`config.mk`:
```
export PLATFORM = sky130hd
export DESIGN_NAME = stage_operand_fetch
export DESIGN_NICKNAME = d
export VERILOG_FILES = /design/src/rtl/cpu_pkg.sv /design/src/rtl/fwd_select.sv /design/src/rtl/stage_operand_fetch.sv
export SDC_FILE = /design/constraint.sdc
export NUM_CORES = 1
export LEC_CHECK = 0
export BUFFER_PORTS_ARGS = -buffer_cell sky130_fd_sc_hd__buf_2
export CAP_MARGIN = 25
export CELL_PAD_IN_SITES_DETAIL_PLACEMENT = 0
export CELL_PAD_IN_SITES_GLOBAL_PLACEMENT = 1
export CORE_ASPECT_RATIO = 0.8
export CORE_UTILIZATION = 30
export CTS_CLUSTER_DIAMETER = 200
export DETAILED_ROUTE_END_ITERATION = 7
export HOLD_SLACK_MARGIN = 0.02
export PLACE_DENSITY_LB_ADDON = 0.25
export SYNTH_ARGS = -nofsm -noshare
export SYNTH_HDL_FRONTEND = slang
export SYNTH_HIERARCHICAL = 1
export SYNTH_SLANG_ARGS = --single-unit
```
`constraint.sdc`:
```
create_clock -name clk -period 3.35 [get_ports clk]
set_input_delay 0.5025 -clock clk [delete_from_list [all_inputs] [get_ports clk]]
set_output_delay 0.5025 -clock clk [all_outputs]
set_load 0.01 [all_outputs]
```
`src/rtl/cpu_pkg.sv`:
```
// Shared definitions for the 16-bit pipelined CPU: opcodes, instruction
// field positions and the operand-fetch stall FSM encoding.
package cpu_pkg;

  localparam logic [3:0] OP_MV   = 4'd0;
  localparam logic [3:0] OP_ADD  = 4'd1;
  localparam logic [3:0] OP_SUB  = 4'd2;
  localparam logic [3:0] OP_CMP  = 4'd3;
  localparam logic [3:0] OP_LD   = 4'd4;
  localparam logic [3:0] OP_ST   = 4'd5;
  localparam logic [3:0] OP_MVHI = 4'd6;
  localparam logic [3:0] OP_J    = 4'd8;
  localparam logic [3:0] OP_JZ   = 4'd9;
  localparam logic [3:0] OP_JN   = 4'd10;
  localparam logic [3:0] OP_CALL = 4'd12;

  localparam int unsigned OPC_LSB   = 0;
  localparam int unsigned OPC_W     = 4;
  localparam int unsigned IMM_BIT   = 4;
  localparam int unsigned RX_LSB    = 5;
  localparam int unsigned RY_LSB    = 8;
  localparam int unsigned IMM8_LSB  = 8;
  localparam int unsigned IMM11_LSB = 5;

  typedef enum logic {
    S_RUN,
    S_STALL
  } stall_state_t;

endpackage

```
`src/rtl/fwd_select.sv`:
```
// Priority forwarding mux: the lowest-index valid source whose destination
// matches sel supplies the operand; otherwise the register file does.
module fwd_select #(
  parameter int unsigned DATA_W  = 16,
  parameter int unsigned REG_AW  = 3,
  parameter int unsigned NUM_FWD = 2
) (
  input  logic [REG_AW-1:0]         sel,
  input  logic [DATA_W-1:0]         rf_data,
  input  logic [NUM_FWD-1:0]        fwd_valid,
  input  logic [NUM_FWD*REG_AW-1:0] fwd_reg,
  input  logic [NUM_FWD-1:0]        fwd_pending,
  input  logic [NUM_FWD*DATA_W-1:0] fwd_data,
  output logic [DATA_W-1:0]         data,
  output logic                      hit,
  output logic                      pending
);

  // Scan oldest to youngest so the youngest match is written last and wins.
  always_comb begin
    data    = rf_data;
    hit     = 1'b0;
    pending = 1'b0;
    for (int unsigned k = 0; k < NUM_FWD; k++) begin
      if (fwd_valid[NUM_FWD-1-k] &&
          fwd_reg[(NUM_FWD-1-k)*REG_AW +: REG_AW] == sel) begin
        data    = fwd_data[(NUM_FWD-1-k)*DATA_W +: DATA_W];
        hit     = 1'b1;
        pending = fwd_pending[NUM_FWD-1-k];
      end
    end
  end

endmodule

```
`src/rtl/stage_operand_fetch.sv`:
```
// Operand-fetch stage: decode, forwarded operand resolution, load-use
// interlock, ALU operand build, memory request and registered handoff.
module stage_operand_fetch #(
  parameter int unsigned DATA_W      = 16,
  parameter int unsigned REG_AW      = 3,
  parameter int unsigned NUM_FWD     = 2,
  parameter int unsigned STALL_CNT_W = 16
) (
  input  logic                      clk,
  input  logic                      reset,
  input  logic                      in_valid,
  output logic                      in_ready,
  input  logic [DATA_W-1:0]         in_ir,
  input  logic [DATA_W-1:0]         in_pc_plus_2,
  output logic [REG_AW-1:0]         rf_sel_A,
  output logic [REG_AW-1:0]         rf_sel_B,
  input  logic [DATA_W-1:0]         rf_A,
  input  logic [DATA_W-1:0]         rf_B,
  input  logic [NUM_FWD-1:0]        fwd_valid,
  input  logic [NUM_FWD*REG_AW-1:0] fwd_reg,
  input  logic [NUM_FWD-1:0]        fwd_pending,
  input  logic [NUM_FWD*DATA_W-1:0] fwd_data,
  input  logic                      flush,
  output logic                      out_valid,
  input  logic                      out_ready,
  output logic [DATA_W-1:0]         out_ir,
  output logic [DATA_W-1:0]         out_op_a,
  output logic [DATA_W-1:0]         out_op_b,
  output logic [DATA_W-1:0]         out_rx,
  output logic [DATA_W-1:0]         ldst_addr,
  output logic                      ldst_rd,
  output logic                      ldst_wr,
  output logic [DATA_W-1:0]         ldst_wrdata,
  output logic [STALL_CNT_W-1:0]    stall_count
);

  import cpu_pkg::*;

  logic [OPC_W-1:0]  op;
  logic              imm;
  logic [DATA_W-1:0] rx, ry, op_a, op_b, sext8, sext11;
  logic              rx_hit, ry_hit, rx_pend, ry_pend;
  logic              reads_rx, reads_ry, is_jump, is_mem, hazard, advance, fire;
  stall_state_t      state, state_next;

  assign op       = in_ir[OPC_LSB +: OPC_W];
  assign imm      = in_ir[IMM_BIT];
  assign rf_sel_A = in_ir[RX_LSB +: REG_AW];
  assign rf_sel_B = in_ir[RY_LSB +: REG_AW];
  assign sext8    = DATA_W'($signed(in_ir[IMM8_LSB +: 8]));
  assign sext11   = DATA_W'($signed(in_ir[IMM11_LSB +: 11]));

  fwd_select #(.DATA_W(DATA_W), .REG_AW(REG_AW), .NUM_FWD(NUM_FWD)) u_fwd_rx (
    .sel(rf_sel_A), .rf_data(rf_A), .fwd_valid(fwd_valid), .fwd_reg(fwd_reg),
    .fwd_pending(fwd_pending), .fwd_data(fwd_data),
    .data(rx), .hit(rx_hit), .pending(rx_pend)
  );

  fwd_select #(.DATA_W(DATA_W), .REG_AW(REG_AW), .NUM_FWD(NUM_FWD)) u_fwd_ry (
    .sel(rf_sel_B), .rf_data(rf_B), .fwd_valid(fwd_valid), .fwd_reg(fwd_reg),
    .fwd_pending(fwd_pending), .fwd_data(fwd_data),
    .data(ry), .hit(ry_hit), .pending(ry_pend)
  );

  assign is_jump  = (op == OP_J) || (op == OP_JZ) || (op == OP_JN);
  assign is_mem   = (op == OP_LD) || (op == OP_ST);
  assign reads_rx = (op == OP_ADD) || (op == OP_SUB) || (op == OP_CMP) ||
                    (op == OP_MVHI) || (op == OP_ST) || (is_jump && !imm);
  assign reads_ry = (!imm && ((op == OP_MV) || (op == OP_ADD) ||
                              (op == OP_SUB) || (op == OP_CMP))) || is_mem;
  assign hazard   = (reads_rx && rx_hit && rx_pend) || (reads_ry && ry_hit && ry_pend);

  assign advance  = !out_valid || out_ready;
  assign in_ready = !hazard && advance && !flush;
  assign fire     = in_valid && in_ready;

  assign ldst_rd     = fire && !reset && (op == OP_LD);
  assign ldst_wr     = fire && !reset && (op == OP_ST);
  assign ldst_addr   = is_mem ? {ry[DATA_W-1:1], 1'b0} : '0;
  assign ldst_wrdata = rx;

  always_comb begin
    op_a = '0;
    op_b = '0;
    case (op)
      OP_MV:                op_b = imm ? sext8 : ry;
      OP_ADD, OP_SUB, OP_CMP: begin
        op_a = rx;
        op_b = imm ? sext8 : ry;
      end
      OP_MVHI: begin
        op_a = rx & DATA_W'(8'hFF);
        op_b = DATA_W'(in_ir[IMM8_LSB +: 8]) << 8;
      end
      OP_LD, OP_ST:         op_b = ry;
      OP_J, OP_JZ, OP_JN: begin
        op_a = imm ? in_pc_plus_2 : rx;
        op_b = imm ? (sext11 << 1) : '0;
      end
      OP_CALL:              op_b = in_pc_plus_2;
      default: ;
    endcase
  end

  // A stall persists while the hazard does, even if fetch drops in_valid.
  always_comb begin
    state_next = state;
    case (state)
      S_RUN:   if (in_valid && hazard && !flush) state_next = S_STALL;
      S_STALL: if (!hazard || flush)             state_next = S_RUN;
      default:                                   state_next = S_RUN;
    endcase
  end

  always_ff @(posedge clk) begin
    if (reset) begin
      state       <= S_RUN;
      stall_count <= '0;
      out_valid   <= 1'b0;
      out_ir      <= '0;
      out_op_a    <= '0;
      out_op_b    <= '0;
      out_rx      <= '0;
    end else begin
      state <= state_next;
      if (state_next == S_STALL && stall_count != '1)
        stall_count <= stall_count + STALL_CNT_W'(1);
      if (flush) begin
        out_valid <= 1'b0;
      end else if (fire) begin
        out_valid <= 1'b1;
        out_ir    <= in_ir;
        out_op_a  <= op_a;
        out_op_b  <= op_b;
        out_rx    <= rx;
      end else if (out_ready) begin
        out_valid <= 1'b0;
      end
    end
  end

endmodule

```
# ---- After elaboration in Yosys (flattened, before gate mapping)
# Cells that the tools add are included.
dict set report totals {
  regBits 82
  in_bits 111
  out_inout_bits 122
  wordCells 95
}
dict set report classes {
  add_sub_neg 1
  n_eq_ne 15
  mux 23
  bitwise 2
  n_reduce_logical 47
}
# op n
set ops {}
lappend ops {{2-to-1 mux 16 bit} 8}
lappend ops {{one-hot mux 16 bit (5 select lines)} 1}
lappend ops {{one-hot mux 16 bit (3 select lines)} 1}
lappend ops {{logical AND 1 bit} 19}
lappend ops {{adder 16 x 1 -> 16 bit (second input constant)} 1}
lappend ops {{== test 4 bit (second input constant)} 4}
lappend ops {{!= test 16 bit (second input constant)} 1}
lappend ops {{logical OR 1 bit} 15}
lappend ops {{== test 3 bit} 4}
lappend ops {{== test 4 x 3 -> 1 bit (second input constant)} 3}
lappend ops {{2-to-1 mux 1 bit} 12}
lappend ops {{== test 4 x 2 -> 1 bit (second input constant)} 2}
lappend ops {{OR reduction 3 bit} 2}
lappend ops {{logical NOT 1 bit} 5}
lappend ops {{== test 4 x 1 -> 1 bit (second input constant)} 1}
lappend ops {{logical NOT 4 bit} 1}
lappend ops {{OR reduction 2 bit} 2}
lappend ops {{OR reduction 4 bit} 1}
lappend ops {{inverter 1 bit} 2}
lappend ops {{one-hot mux 1 bit (2 select lines)} 1}
lappend ops {{AND reduction 2 bit} 1}
lappend ops {{nonzero test 2 bit} 1}

# ---- Depth between registers and ports, before layout
# Gate-level depths: netlist of the first run.
dict set report depth {
  word_depth 15
  depth_mapped 13
  mapped_depth_nobuf 9
}

# ---- Cells and area by module
# Netlist of the first run, hierarchy kept.
# mod n_inst cells_each area_per_inst_um2 seq_area_each_um2
set modules_own_cells {}
lappend modules_own_cells {stage_operand_fetch 1 501 4030.1 1641.6}
lappend modules_own_cells {fwd_select 2 65 434.2 0.0}

# ---- Least setup slack after synthesis of the first run
# No wires, ideal clock.
dict set report synth_timing {
  kind {input port to output port}
  from {input port in_ir[9]}
  to {output port ldst_wr}
  arrival_time_ns 2.130
  required_ns 2.847
  setup_slack_ns 0.717
  path_stages 8
  n_path_buf 1
  cell_sequence {xnor2_1 nand4_1 mux2_2 and3b_1 nand2_1 o211ai_1 clkbuf_1 nor3_1}
}
dict set report synth_via {
  word_cells_on_any_way 17
  classes_between {eq/ne: 2; mux: 4; reduce/logical: 11}
}
# item line_no
set synth_lines {}
lappend synth_lines {{from (decl)} stage_operand_fetch.sv:13} ;# input logic [DATA_W-1:0] in_ir,
lappend synth_lines {{== test 3 bit} fwd_select.sv:26} ;# fwd_reg[(NUM_FWD-1-k)*REG_AW +: REG_AW] == sel) begin
lappend synth_lines {{logical AND 1 bit} fwd_select.sv:25} ;# if (fwd_valid[NUM_FWD-1-k] &&
lappend synth_lines {{2-to-1 mux 1 bit} fwd_select.sv:25}
lappend synth_lines {{2-to-1 mux 1 bit *} fwd_select.sv:25}
lappend synth_lines {{named net ry_pend} stage_operand_fetch.sv:42} ;# logic rx_hit, ry_hit, rx_pend, ry_pend;
lappend synth_lines {{logical AND 1 bit *} stage_operand_fetch.sv:71} ;# assign hazard = (reads_rx && rx_hit && rx_pend) || (reads_ry && ry_hit && ry_pend);
lappend synth_lines {{logical OR 1 bit *} stage_operand_fetch.sv:71}
lappend synth_lines {{logical NOT 1 bit *} stage_operand_fetch.sv:74} ;# assign in_ready = !hazard && advance && !flush;
lappend synth_lines {{logical AND 1 bit * (2 in a row)} stage_operand_fetch.sv:74}
lappend synth_lines {{logical AND 1 bit *} stage_operand_fetch.sv:75} ;# assign fire = in_valid && in_ready;
lappend synth_lines {{logical AND 1 bit * (2 in a row)} stage_operand_fetch.sv:78} ;# assign ldst_wr = fire && !reset && (op == OP_ST);
lappend synth_lines {{to (decl)} stage_operand_fetch.sv:32} ;# output logic ldst_wr,
# The timed path passes the listed nets; every way through them passes the cells marked *.

# ---- Worst setup path after layout of the first run
dict set report layout_timing {
  from {input port in_ir[8]}
  to {output port ldst_rd}
}
dict set report layout_via {
  elab_chain_cells 13
  word_cells_on_any_way 17
  classes_between {eq/ne: 2; mux: 4; reduce/logical: 11}
}
# item line_no
set layout_rtl {}
lappend layout_rtl {{== test 3 bit} fwd_select.sv:26}
lappend layout_rtl {{logical AND 1 bit} fwd_select.sv:25}
lappend layout_rtl {{2-to-1 mux 1 bit} fwd_select.sv:25}
lappend layout_rtl {{2-to-1 mux 1 bit *} fwd_select.sv:25}
lappend layout_rtl {{named net ry_hit} stage_operand_fetch.sv:42}
lappend layout_rtl {{logical AND 1 bit * (2 in a row)} stage_operand_fetch.sv:71}
lappend layout_rtl {{logical OR 1 bit *} stage_operand_fetch.sv:71}
lappend layout_rtl {{logical NOT 1 bit *} stage_operand_fetch.sv:74}
lappend layout_rtl {{logical AND 1 bit * (2 in a row)} stage_operand_fetch.sv:74}
lappend layout_rtl {{logical AND 1 bit *} stage_operand_fetch.sv:75}
lappend layout_rtl {{logical AND 1 bit * (2 in a row)} stage_operand_fetch.sv:77} ;# assign ldst_rd = fire && !reset && (op == OP_LD);
lappend layout_rtl {{to (decl)} stage_operand_fetch.sv:31} ;# output logic ldst_rd,
# Marks and branches as above.

==> impl_metrics.yaml, run 1 <==
outcome:
  outcome: "completed"
min_path:
  min_path_type: "in2reg"
  whs_path_depth: 2
critical_path:
  critical_path.slowest_cell: "buf_4"
  required_ns: 2.85
  r2r_slack_ns: 1.27
  rr_worst_depth: 7
  cp_slowest_stage_delay_ns: 0.35
  cp-end-kind: "output pin"
  rr_startpoint: "out_valid"
  crit_chain: "buf_2 -> xnor2_1 -> nand4_1 -> buf_4 -> nand2_1 -> and3b_1 -> nand2_1 -> o211ai_1 -> nor2_1 -> nor4b_1 -> buf_2"
  critPathCapture: "ldst_rd"
  timing.rr.end: "out_op_a[8]"
  critPathKind: "in2out"
  arrival_ns: 2.52
  critPathLaunch: "in_ir[8]"
  startpoint_type: "primary input"
  path_max_fanout: 33
sta:
  min_period_ns: 3.02
  worst_slack_ns: 0.326
  fin_tns_setup_ns: 0
  maxSlewViolCount: 0
  setup_viol: 0
  fin_skew_ns: 0.00361
  worst_slew_pin_slew_ns: 0.650
  hold_violations: 0
  clock.fmax_ghz: 0.331
  grt_setup_unrepaired: "no"
  slew_headroom_pct: 56.6
  fin_crit_sh_pct: 90.3
synth:
  synth_fa_ha_area_share_pct: 0.255
  synth-edff-count: 0
  syn_area_um2: 4900
  ys_seq_area_share_pct: 33.5
  postSynthAreaPerCell_um2: 7.76
  synthSimpleGateAreaFrac_pct: 26.0
  ys_warn_count: 6
  synth_cells: 631
  synth-seq-cells: 82
  synth-compound-area-share_pct: 22.1
  synth_xor_area_share_pct: 2.15
  synth_top_family_by_area: "simple AND/OR/NAND/NOR gates"
  synthFlopType: "dfxtp_1"
  synth_mux_area_share_pct: 8.94
  async_flop_share_pct: 0
  synth_nets: 743
  synth_cell_type_count: 60
finish:
  drive_gt1_share_pct: 32.6
  num-fill-cells: 1691
  final_area_um2: 6420
  antenna_cells: 0
  fin_cells: 1049
  layout.cells.most_common_list: "buf_2, nand2_1, dfxtp_1, nor2_1, a21oi_1"
  area_delta_synth_final_pct: 31.1
  nets: 941
  final_common_cell: "buf_2"
power:
  p_comb_share_pct: 21.7
  ir_drop_v: 0.000206
  p_sw_share_pct: 30.4
  pwr-share-clk_pct: 38.3
  p_leak_nw: 3.00
  cellInternalPower_mw: 1.82
  power_frac_seq_pct: 40.0
  power.switching_mw: 0.797
  power_density_nw_per_um2: 408
cts:
  cts_hold_buf: 0
  cts_buffers: 9
  clk_path_buf_depth: 2
  cts-root-buf: "clkbuf_16"
  cts.sinks: 82
  postCtsSetupRepairBufs: 0
  htree_levels: 3
  clk_latency_ns: 0.35
  ctsResizeCount: 0
  clk_pin_slew_ns: 0.06
  cts_tree: "yes"
floorplan:
  start_util_pct: 30.9
  core_um2: 15900
  die_h_um: 116
  ios: 233
  rows: 41
  die_w_um: 145
  dieArea_um2: 16800
global_routing:
  antenna_found_initial: 0
  grt_max_degree: 54
  grt_pass1_vias: 5016
  grt_pass1_wl_um: 28800
  grt_overflow: 0
  grt_usage_pct: 23.0
drt:
  drcViolationCount: 0
  wl_um: 19300
  post_drt_via_cell_ratio: 5.25
  vias: 5507
  antenna_left: 0
  drt_first_pass_iters: 5
  routedWlPerCell_um: 18.4
  drtIter0Drc: 499
placement:
  dpl_cell_area_um2: 6130
  place_ws_ns: 0.300
  place_inst: 1033
  gp_congestion: 0.791
  port_buffers: 231
  dp_hpwl_um: 15000
job:
  maxCapViolCount: 0
per-stage QoR:
| stage | hold WS (ns) | total power [mW] | utilization (%) |
|---|---|---|---|
| 5_1_grt | 0.382 | 2.73 | 40.5 |
| 6_report | 0.373 | 2.62 | 40.5 |
| 3_3_place_gp | 0.442 | 1.63 | 38.7 |
| 4_1_cts | 0.364 | 2.64 | 40.5 |
| 3_5_place_dp | 0.445 | 1.63 | 38.7 |
| 2_1_floorplan | 0.481 | 1.38 | - |
Yosys cell counts, types with 3 or more instances:
cell type | number | area share [%]
buf_2 | 19 | 1.9
and4_1 | 3 | 0.54
a222oi_1 | 12 | 2.5
inv_1 | 5 | 0.38
nand4_1 | 10 | 1.3
a21oi_1 | 79 | 8.1
and3_1 | 6 | 0.77
o21ai_0 | 19 | 1.9
buf_4 | 9 | 1.4
nand2b_1 | 3 | 0.38
or4b_1 | 3 | 0.61
nand2_1 | 92 | 7.0
dfxtp_1 | 82 | 34
a221oi_1 | 9 | 1.6
a311oi_1 | 19 | 3.4
and2_1 | 19 | 2.4
clkbuf_1 | 25 | 1.9
nand3_1 | 6 | 0.61
a211oi_1 | 4 | 0.61
mux2_1 | 4 | 0.92
nor2b_1 | 9 | 1.1
mux2i_1 | 37 | 7.6
nor2_1 | 81 | 6.2
nor3_1 | 15 | 1.5
o41ai_1 | 3 | 0.54
or3_1 | 6 | 0.77
xnor2_1 | 12 | 2.1
kinds of logic after synthesis:
group           count (synthesis)
compound gates                160
xor+xnor                       12
fa+ha+maj                       1
buf+inv                        63
flops                          82
mux                            43
other cells                     1
simple gates                  269
sequential cells by signal, summed over array words and instances, names as in the netlist:
register / count
stall_count: 16
state: 1
out_valid: 1
out_op_b: 16
out_rx: 16
out_ir: 16
out_op_a: 16
how the worst min path moves through the flow:
stage                          from        end  slack, ns
final                         flush  out_valid       0.37
after CTS                     flush  out_valid       0.36
after global routing          flush  out_valid       0.38
after floorplan           out_ir[0]  out_ir[0]       0.48
after global placement    out_rx[5]  out_rx[5]       0.44
after detailed placement  out_rx[5]  out_rx[5]       0.44
critical path: cells and delay by family:
kind,cells,cell delay [ns]
buf+inv,3,0.68
compound gates,1,0.25
simple gates,6,0.93
xor+xnor,1,0.15
layer usage:
layer  routed length (µm)  track usage (%)
met1                 9340             32.7
met2                 8350             35.3
met3                 1460             5.25
met4                  153             4.84
met5                    0                0
area by class of cell:
cell class / count / area (µm²) / area share, %
Tap cell: 215 / 269 / 4.19
Timing Repair Buffer: 245 / 1280 / 19.9
Clock buffer: 10 / 229 / 3.56
Clock inverter: 6 / 66.3 / 1.03
Multi-Input combinational cell: 486 / 2920 / 45.5
Sequential cell: 82 / 1640 / 25.6
Inverter: 5 / 18.8 / 0.292
power by group through the flow:
stage	combinational (mW)	sequential [mW]	clock [mW]
final	0.568	1.05	1.00
after global routing	0.619	1.05	1.06
after CTS	0.567	1.05	1.03
after detailed placement	0.565	1.07	0
after global placement	0.560	1.07	0
after floorplan	0.287	1.09	0
Power figures use the tool's default switching activity.
==> inputs of run 2 (changes only) <==
clock period = 3.8 ns   (was 3.35 ns; I/O delays follow)
==> impl_metrics.yaml, run 2 (same netlist as run 1, synthesis figures left out) <==
outcome:
  outcome: "completed"
cts:
  cts.sinks: 82
  postCtsSetupRepairBufs: 0
  clk_latency_ns: 0.35
  ctsResizeCount: 0
  cts_tree: "yes"
  cts_hold_buf: 0
  htree_levels: 3
  cts_buffers: 9
  clk_path_buf_depth: 2
  clk_pin_slew_ns: 0.07
  cts-root-buf: "clkbuf_16"
min_path:
  holdPathEnd: "out_valid"
  whs_path_depth: 2
  worstHoldStart: "flush"
  min_path_type: "in2reg"
floorplan:
  core_um2: 15900
  ios: 233
  rows: 41
  dieArea_um2: 16800
  die_h_um: 116
  die_w_um: 145
  start_util_pct: 30.9
finish:
  nets: 936
  final_area_um2: 6400
  fin_cells: 1044
  layout.cells.most_common_list: "buf_2, nand2_1, dfxtp_1, nor2_1, a21oi_1"
  final_common_cell: "buf_2"
  drive_gt1_share_pct: 32.2
  antenna_cells: 0
  area_delta_synth_final_pct: 30.6
critical_path:
  timing.rr.end: "out_op_b[10]"
  critical_path.slowest_cell: "buf_4"
  startpoint_type: "primary input"
  rr_worst_depth: 6
  crit_chain: "buf_2 -> xnor2_1 -> nand4_1 -> buf_4 -> nand2_1 -> and3b_1 -> nand2_1 -> o211ai_1 -> nor2_1 -> nor4b_1 -> buf_2"
  cp_slowest_stage_delay_ns: 0.35
  critPathKind: "in2out"
  r2r_slack_ns: 1.64
  cp-end-kind: "output pin"
  rr_startpoint: "out_valid"
  arrival_ns: 2.64
  required_ns: 3.23
  path_max_fanout: 33
power:
  power_density_nw_per_um2: 366
  ir_drop_v: 0.000190
  p_leak_nw: 3.00
  total_power_mw: 2.34
sta:
  maxSlewViolCount: 0
  worst_slew_pin_slew_ns: 0.834
  clock.fmax_ghz: 0.312
  fin_tns_setup_ns: 0
  fin_crit_sh_pct: 84.4
  min_period_ns: 3.21
  grt_setup_unrepaired: "no"
  worst_slack_ns: 0.592
  setup_viol: 0
  slew_headroom_pct: 44.4
  hold_violations: 0
  fin_skew_ns: 0.00813
drt:
  drcViolationCount: 0
  post_drt_via_cell_ratio: 5.33
  wl_um: 19900
  antenna_left: 0
  routedWlPerCell_um: 19.1
  vias: 5560
  drt_first_pass_iters: 7
  drtIter0Drc: 481
placement:
  place_ws_ns: 0.527
  dpl_cell_area_um2: 6090
  port_buffers: 231
  place_inst: 1028
  dp_hpwl_um: 15300
  gp_congestion: 0.822
global_routing:
  grt_util_met1_pct: 32.6
  grt_overflow: 0
  grt_usage_pct: 23.6
  grt_max_degree: 53
  grtUsageMet2_pct: 36.5
  grt_pass1_vias: 5183
  grtUsageMet3_pct: 5.25
  busiest_layer: "met2"
  antenna_found_initial: 1
  grt_pass1_wl_um: 29500
job:
  maxCapViolCount: 0
==> run 2: cell count changes in the layout (fill, tap and decap cells not counted), sizes merged <==
cell / before / now
clkinvlp: 3 / 0
buf: 245 / 240
clkbuf: 10 / 12
clkinv: 1 / 2
==> run 2: layout make-up <==
| type | count | area (µm²) |
|---|---|---|
| Inverter | 5 | 18.8 |
| Clock inverter | 4 | 48.8 |
| Fill cell | 1682 | 9460 |
| Timing Repair Buffer | 240 | 1240 |
| Tap cell | 215 | 269 |
| Sequential cell | 82 | 1640 |
| Clock buffer | 12 | 256 |
| Multi-Input combinational cell | 486 | 2920 |
==> run 2: routing by layer <==
metal | up-vias | share of wire, %
li1 | 2650 | -
met1 | 2644 | 46
met2 | 246 | 44
met3 | 20 | 7.8
met4 | 0 | 1.6
met5 | - | 0
==> run 2: critical path, delay by kind of cell <==
| family | cells | cell delay, ns |
|---|---|---|
| compound gates | 1 | 0.26 |
| xor+xnor | 1 | 0.16 |
| simple gates | 6 | 0.94 |
| buf+inv | 3 | 0.69 |
==> run 2: worst max-delay path by stage <==
| stage | startpoint | endpoint | slack, ns | cells past startpoint |
|---|---|---|---|---|
| floorplan | in_ir[9] | ldst_wr | 1.03 | 8 |
| global placement | in_ir[8] | stall_count[11] | 0.64 | 10 |
| detailed placement | in_ir[10] | stall_count[11] | 0.53 | 10 |
| CTS | in_ir[10] | ldst_rd | 0.59 | 11 |
| global route | in_ir[10] | ldst_rd | 0.33 | 11 |
| finish | in_ir[10] | ldst_rd | 0.59 | 11 |
==> run 2: metrics by stage <==
stage                     hold WS, ns  util [%]
after floorplan                 0.481         -
after global routing            0.451      40.4
after global placement          0.442      38.4
final                           0.440      40.4
after detailed placement        0.446      38.4
after CTS                       0.428      40.4
==> run 2: where the power goes <==
group	switching, mW	leakage [nW]	internal [mW]
Combinational	0.308	2.17	0.191
Sequential	0.0226	0.670	0.901
Clock	0.370	0.153	0.546
Total	0.700	3.00	1.64
==> inputs of run 3 (changes only) <==
clock period = 3 ns   (was 3.8 ns; I/O delays follow)
==> impl_metrics.yaml, run 3 (same netlist as run 1, synthesis figures left out) <==
outcome:
  outcome: "completed"
sta:
  slew_headroom_pct: 52.1
  min_period_ns: 2.81
  fin_crit_sh_pct: 93.7
  setup_viol: 0
  grt_setup_unrepaired: "no"
  worst_slew_pin_slew_ns: 0.716
  hold_violations: 0
  maxSlewViolCount: 0
  fin_tns_setup_ns: 0
  clock.fmax_ghz: 0.356
  fin_skew_ns: 0.00699
placement:
  port_buffers: 231
  gp_congestion: 0.827
  dp_hpwl_um: 15300
  place_inst: 1036
cts:
  postCtsSetupRepairBufs: 0
  clk_latency_ns: 0.34
  cts.sinks: 82
  cts_hold_buf: 0
  clk_pin_slew_ns: 0.06
  cts_tree: "yes"
  ctsResizeCount: 0
  htree_levels: 3
  cts-root-buf: "clkbuf_16"
  clk_path_buf_depth: 2
  cts_buffers: 9
drt:
  drt_first_pass_iters: 5
  antenna_left: 0
  vias: 5553
  routedWlPerCell_um: 18.6
  drtIter0Drc: 391
  wl_um: 19600
  drcViolationCount: 0
  post_drt_via_cell_ratio: 5.27
finish:
  area_delta_synth_final_pct: 32.4
  layout.cells.most_common_list: "buf_2, nand2_1, dfxtp_1, nor2_1, a21oi_1"
  drive_gt1_share_pct: 33.0
  nets: 946
  fin_cells: 1054
  antenna_cells: 0
  num-fill-cells: 1669
  final_common_cell: "buf_2"
global_routing:
  antenna_found_initial: 0
  grt_pass1_vias: 5193
  grt_pass1_wl_um: 29300
  grt_usage_pct: 23.2
  grt_max_degree: 51
  grt_overflow: 0
floorplan:
  rows: 41
  core_um2: 15900
  die_h_um: 116
  start_util_pct: 30.9
  die_w_um: 145
  ios: 233
  dieArea_um2: 16800
power:
  ir_drop_v: 0.000246
  p_leak_nw: 3.04
  power_density_nw_per_um2: 451
critical_path:
  arrival_ns: 2.36
  rr_worst_depth: 7
  required_ns: 2.55
  path_max_fanout: 7
  critPathCapture: "ldst_rd"
  r2r_slack_ns: 0.94
  critPathKind: "in2out"
  cp-end-kind: "output pin"
  timing.rr.end: "out_op_b[10]"
  startpoint_type: "primary input"
  rr_startpoint: "out_valid"
  critPathLaunch: "in_ir[10]"
job:
  maxCapViolCount: 0
min_path:
  min_path_type: "in2reg"
[run 3: cell types whose count changed in the layout (fill, tap and decap cells not counted), sizes merged]
cell | before | now
buf | 240 | 250
clkbuf | 12 | 10
clkinv | 2 | 3
clkinvlp | 0 | 1
[run 3: how the worst min path moves through the flow]
stage                   start        end  slack (ns)  depth (start not counted)
finish                  flush  out_valid        0.32                          2
floorplan           out_ir[0]  out_ir[0]        0.48                          2
global route            flush  out_valid        0.33                          2
CTS                     flush  out_valid        0.31                          2
detailed placement  out_ir[5]  out_ir[5]        0.45                          2
global placement    out_rx[1]  out_rx[1]        0.44                          2
[run 3: routing by layer]
layer  up-vias  track usage (%)  wire length (µm)
li1       2677                -                 -
met1      2627             32.3              9320
met2       235             37.3              8700
met3        14             4.80              1440
met4         0             4.28               185
met5         -                0                 0
[run 3: worst max-delay path, cell delays in order]
cell and delay, ns:
buf_2 0.16, xnor2_1 0.18, nand4_1 0.21, mux2_2 0.32, and3b_1 0.20, nand2_1 0.12, o211ai_1 0.17, nor2_1 0.12
nor4b_1 0.25, buf_2 0.19
[run 3: final cells by class]
cell class / instances / area (µm²) / area share (%)
Multi-Input combinational cell: 486 / 2920 / 45.1
Sequential cell: 82 / 1640 / 25.3
Timing Repair Buffer: 250 / 1340 / 20.6
Tap cell: 215 / 269 / 4.15
Clock buffer: 10 / 229 / 3.53
Clock inverter: 6 / 65.1 / 1.00
Inverter: 5 / 18.8 / 0.289
[run 3: through the flow]
stage / util, % / power, mW / hold slack (ns) / cell area, µm² / setup slack [ns]
after floorplan: - / 1.54 / 0.481 / 4900 / 0.472
after global placement: 39.0 / 1.82 / 0.442 / 6180 / 0.168
final: 40.9 / 2.93 / 0.324 / 6480 / 0.189
after CTS: 40.8 / 2.96 / 0.314 / 6470 / 0.116
after detailed placement: 39.0 / 1.83 / 0.446 / 6180 / 0.118
after global routing: 40.9 / 3.06 / 0.332 / 6480 / 0.0376
[run 3: report_power, final]
part           switching, mW  internal (mW)
registers             0.0273           1.14
logic                  0.393          0.252
clock network          0.465          0.647
